==> config.mk <==
export PLATFORM = sky130hd
export DESIGN_NAME = adder_sequencer
export DESIGN_NICKNAME = d
export VERILOG_FILES = /design/src/rtl/adder_sequencer.sv
export SDC_FILE = /design/constraint.sdc
export NUM_CORES = 1
export LEC_CHECK = 0
export CAP_MARGIN = 20
export CELL_PAD_IN_SITES_DETAIL_PLACEMENT = 1
export CELL_PAD_IN_SITES_GLOBAL_PLACEMENT = 1
export CORE_MARGIN = 1.5
export CORE_UTILIZATION = 28
export CTS_CLUSTER_DIAMETER = 200
export DETAILED_ROUTE_END_ITERATION = 12
export PLACE_DENSITY_LB_ADDON = 0.1
export SLEW_MARGIN = 20
export SYNTH_ARGS = -nofsm -noshare
export SYNTH_HDL_FRONTEND = slang
export SYNTH_SLANG_ARGS = --single-unit
==> constraint.sdc <==
create_clock -name clk -period 1.7 [get_ports clk]
set_clock_uncertainty 0.1 [all_clocks]
set_input_delay 0.255 -clock clk [delete_from_list [all_inputs] [get_ports clk]]
set_output_delay 0.255 -clock clk [all_outputs]
set_load 0.05 [all_outputs]
==> src/rtl/adder_sequencer.sv <==
// adder_sequencer: handshake front/back end around an external combinational
// ripple-carry adder. Operands are accepted on an in_valid/in_ready handshake,
// held on the adder inputs for SETTLE_CYCLES clocks, then the sum/carry are
// registered and offered on an out_valid/out_ready handshake.
// Optional feature macro: ADDER_SEQ_OVF_EN adds a registered signed-overflow
// flag (out_ovf) captured together with the sum.
module adder_sequencer #(
  parameter int WIDTH         = 16,
  parameter int SETTLE_CYCLES = 8
) (
  input  logic             clk,
  input  logic             rst,
  input  logic             in_valid,
  output logic             in_ready,
  input  logic [WIDTH-1:0] in_a,
  input  logic [WIDTH-1:0] in_b,
  output logic [WIDTH-1:0] add_a,
  output logic [WIDTH-1:0] add_b,
  input  logic [WIDTH-1:0] add_s,
  input  logic             add_cout,
  output logic             out_valid,
  input  logic             out_ready,
  output logic [WIDTH-1:0] out_sum,
  output logic             out_cout,
`ifdef ADDER_SEQ_OVF_EN
  output logic             out_ovf,
`endif
  output logic             busy
);

  typedef enum logic [1:0] {
    ST_IDLE   = 2'd0,
    ST_SETTLE = 2'd1,
    ST_DONE   = 2'd2
  } state_t;

  // Counter reload: the capture edge is SETTLE_CYCLES edges after accept.
  localparam logic [7:0] CNT_LOAD = 8'(SETTLE_CYCLES - 1);

  state_t           state_q, state_d;
  logic [7:0]       cnt_q, cnt_d;
  logic [WIDTH-1:0] add_a_q, add_a_d;
  logic [WIDTH-1:0] add_b_q, add_b_d;
  logic [WIDTH-1:0] sum_q, sum_d;
  logic             cout_q, cout_d;
  logic             out_valid_q, out_valid_d;
  logic             busy_q, busy_d;
  logic             in_ready_s;
  logic             accept_s;

`ifdef ADDER_SEQ_OVF_EN
  logic             ovf_q, ovf_d;

  // Two's-complement overflow: operands agree in sign, sum sign differs.
  function automatic logic signed_ovf(input logic a_msb, input logic b_msb,
                                      input logic s_msb);
    return (a_msb == b_msb) && (s_msb != a_msb);
  endfunction
`endif

  // A new pair may enter when idle, or when the held result leaves this edge.
  assign in_ready_s = (state_q == ST_IDLE) || ((state_q == ST_DONE) && out_ready);
  assign accept_s   = in_valid && in_ready_s;

  // Next-state, operand hold and result capture decisions.
  always_comb begin
    state_d     = state_q;
    cnt_d       = cnt_q;
    add_a_d     = add_a_q;
    add_b_d     = add_b_q;
    sum_d       = sum_q;
    cout_d      = cout_q;
`ifdef ADDER_SEQ_OVF_EN
    ovf_d       = ovf_q;
`endif
    case (state_q)
      ST_IDLE: begin
        if (accept_s) begin
          add_a_d = in_a;
          add_b_d = in_b;
          cnt_d   = CNT_LOAD;
          state_d = ST_SETTLE;
        end else begin
          state_d = ST_IDLE;
        end
      end
      ST_SETTLE: begin
        // in_valid is deliberately ignored while the ripple settles.
        if (cnt_q == 8'd0) begin
          sum_d   = add_s;
          cout_d  = add_cout;
`ifdef ADDER_SEQ_OVF_EN
          ovf_d   = signed_ovf(add_a_q[WIDTH-1], add_b_q[WIDTH-1], add_s[WIDTH-1]);
`endif
          state_d = ST_DONE;
        end else begin
          cnt_d   = cnt_q - 8'd1;
        end
      end
      ST_DONE: begin
        if (out_ready) begin
          if (in_valid) begin
            // Back-to-back: the result leaves and the next pair loads together.
            add_a_d = in_a;
            add_b_d = in_b;
            cnt_d   = CNT_LOAD;
            state_d = ST_SETTLE;
          end else begin
            state_d = ST_IDLE;
          end
        end else begin
          state_d = ST_DONE;
        end
      end
      default: begin
        state_d = ST_IDLE;
        cnt_d   = 8'd0;
      end
    endcase
    out_valid_d = (state_d == ST_DONE);
    busy_d      = (state_d == ST_SETTLE);
  end

  // State, counter, operand and result registers with synchronous reset.
  always_ff @(posedge clk) begin
    if (rst) begin
      state_q     <= ST_IDLE;
      cnt_q       <= 8'd0;
      add_a_q     <= '0;
      add_b_q     <= '0;
      sum_q       <= '0;
      cout_q      <= 1'b0;
      out_valid_q <= 1'b0;
      busy_q      <= 1'b0;
`ifdef ADDER_SEQ_OVF_EN
      ovf_q       <= 1'b0;
`endif
    end else begin
      state_q     <= state_d;
      cnt_q       <= cnt_d;
      add_a_q     <= add_a_d;
      add_b_q     <= add_b_d;
      sum_q       <= sum_d;
      cout_q      <= cout_d;
      out_valid_q <= out_valid_d;
      busy_q      <= busy_d;
`ifdef ADDER_SEQ_OVF_EN
      ovf_q       <= ovf_d;
`endif
    end
  end

  assign in_ready  = in_ready_s;
  assign add_a     = add_a_q;
  assign add_b     = add_b_q;
  assign out_sum   = sum_q;
  assign out_cout  = cout_q;
  assign out_valid = out_valid_q;
  assign busy      = busy_q;
`ifdef ADDER_SEQ_OVF_EN
  assign out_ovf   = ovf_q;
`endif

endmodule

==> impl_metrics.yaml <==
status:
  status: "finished with violations"
  violations: "setup timing"
route:
  viasPerCell: 4.830
  drtIter0Drc: 54
  dr.pass1.iters: 4
  finalWirelength_mm: 8.456
  detail-route-antenna-nets: 0
  vias: 2608
  wire_per_inst_microns: 15.66
  drc_errors: 0
synthesis:
  async_flop_share_pct: 0
  syn_avg_cell_area_sq_um: 8.868
  netlist_area_sq_mm: 0.002643
  synth_seq_area_share_pct: 46.21
  synth-edff-count: 0
  synth_nets: 353
  synth_seq_cells: 61
  synthCells: 298
  ys_warn_count: 0
  synth_flop_cell: "dfxtp_1"
  synthDistinctLibCells: 38
floorplan:
  die_w_microns: 100.1
  start_util_pct: 28.73
  boundaryPins: 105
  die_area_sq_mm: 0.01003
  std_cell_rows: 35
  design.core.area_sq_mm: 0.009196
  die_y_microns: 100.1
timing:
  max_freq_mhz: 533.6
  final_hold_viol_count: 0
  worstMarginPinSlew_ns: 0.5953
  fin_ws_ns: -0.1740
  setup_viol: 24
  rsz0062_at_grt: "true"
  fin_crit_sh_pct: 110.2
  maxSlewViolCount: 0
  relSlewSlack_pct: 59.95
  fin_crit_ns: 1.874
setup_path:
  path_max_fanout: 6
  critical_path_required_ns: 1.81
  crit_arrival_ns: 1.98
  crit_path_end_kind: "register"
  r2r_cells: 5
  worstSetupStartpointType: "register"
  critPathKind: "reg2reg"
cells_and_area:
  fill_cells: 1075
  antenna_cells: 0
  nets: 479
  syn2layout_area_growth_pct: 62.36
  final_util_pct: 46.65
  drive_gt1_share_pct: 31.47
  final_cell_area_sq_mm: 0.004290
global_routing:
  grt_usage_pct: 17.01
  first_global_vias: 2678
  grt_overflow: 0
  antenna_found_initial: 0
  grt_max_degree: 53
  grt_first_pass_wirelength_mm: 13.25
power:
  leakage_nw: 1.696
  peakVddDrop_uv: 538.4
  power_density_mw_per_mm2: 1120
clock_tree:
  clock-sinks: 61
  cts_root_buf: "clkbuf_8"
  cts_tree: "done"
  insertion_delay_ns: 0.33
  cts-buffers-inserted: 9
  cts_max_path_buffers: 2
  clkSlewWorstSetupHoldPaths_ns: 0.07
  cts_max_level: 3
  cts_hold_buf: 0
placement:
  gp_congestion: 0.7696
  port_buffers: 104
  dp_hpwl_mm: 5.607
  post-place-ws_ns: -0.1471
  post_dp_cell_area_sq_mm: 0.003825
worst_hold_path:
  holdPathStages: 3
  hold_class: "in2reg"
job:
  max-cap-violations: 0
==> power breakdown <==
part	internal (mW)	switching, mW
Combinational	0.752	0.933
Clock	0.902	0.575
Sequential	1.57	0.0716
Total	3.22	1.58
==> through the flow <==
stage / setup TNS, ns / power (mW) / hold WS, ns / cells
final: -2.502 / 4.804 / 0.2649 / 540
after global routing: -4.430 / 5.074 / 0.2586 / 540
after CTS: -1.543 / 4.726 / 0.2481 / 533
after detailed placement: -1.797 / 3.134 / 0.3647 / 512
after global placement: -0.9384 / 3.115 / 0.3581 / 512
after floorplan: -0.7753 / 2.595 / 0.3027 / 298
==> registers in the layout, summed over array words and instances, names as in the netlist <==
register / flops
out_valid: 1
cnt_q: 8
add_a: 16
add_b: 16
out_cout: 1
busy: 1
out_sum: 16
state_q: 2
==> worst paths after layout <==
| check | from | endpoint | slack [ns] |
|---|---|---|---|
| max | cnt_q[3] | cnt_q[1] | -0.17 |
| min | rst | state_q[0] | 0.26 |
| max reg2reg | cnt_q[3] | cnt_q[1] | -0.17 |
| min reg2reg | out_sum[10] | out_sum[10] | 0.37 |
==> layer usage <==
layer  global-route usage, %  vias up  wire (microns)
li1                        -     1302               -
met4                   4.550        0              79
met2                   28.83       63            4083
met1                   20.25     1236            3768
met3                   6.337        7             525
met5                       0        -               0
==> kinds of logic (layout without fill, tap and decap cells) <==
logic type                 count (synthesis)  count (layout)  synth area share, %
AOI/OAI and AO/OA                         94              94                19.98
and+or+nand+nor                           88              88                19.89
DFF                                       61              61                46.21
buffers and inverters                     34             165                5.824
muxes                                     18              18                6.818
adders and majority gates                  2               2               0.9468
xor gates and xnor gates                   1               1               0.3315
==> final cells by class <==
cell class	count	area (sq um)	share of cell area, %
clock buffer	12	155.1	3.616
clock inverter	4	70.07	1.633
sequential	61	1225	28.55
multi-input combinational	203	1370	31.93
timing repair buffer	144	1313	30.59
inverter	5	18.77	0.4374
tap	111	138.9	3.237
==> repair_timing <==
action | 4_1_cts | 5_1_grt
setup endpoints to repair | 27 | 26
buffers inserted | 3 | 7
pin swaps | 3 | 10
gates cloned | 2 | 1
resized for setup | 7 | 19
==> synth_stat cells, drive strengths merged (2+ instances only) <==
master / instances / area share, %
a21oi: 40 / 7.6
nand3: 32 / 6.1
or4: 3 / 0.85
nor2b: 3 / 0.71
ha: 2 / 0.95
nor2: 2 / 0.28
o211ai: 2 / 0.57
buf: 6 / 1.8
nand2b: 36 / 8.5
nand2: 2 / 0.28
o31ai: 2 / 0.57
inv: 5 / 0.71
nor4: 2 / 1.0
o21ai: 37 / 7.0
dfxtp: 61 / 46
mux2i: 18 / 6.8
o21ba: 2 / 0.76
o311ai: 2 / 0.66
clkbuf: 23 / 3.3
nor3: 2 / 0.38
a21boi: 2 / 0.57
a211oi: 2 / 0.57
==> worst max-delay path, cell delays in order, from the launching register on <==
cell and delay [ns]:
dfxtp_2 0.32, or4_4 0.55, buf_4 0.16, buf_6 0.12, o311ai_0 0.38, o31ai_1 0.12
==> cells in the final DEF (no fill, tap or decap), types with 4 or more instances in the layout <==
master,synthesis,layout
clkbuf_8,0,11
nand2b_1,36,36
buf_4,0,83
o21ai_0,37,35
a21oi_2,0,4
dfxtp_1,61,58
a21oi_1,40,36
nand3_1,32,32
clkdlybuf4s50_1,0,51
mux2i_1,18,18
Power figures use the tool's default switching activity.
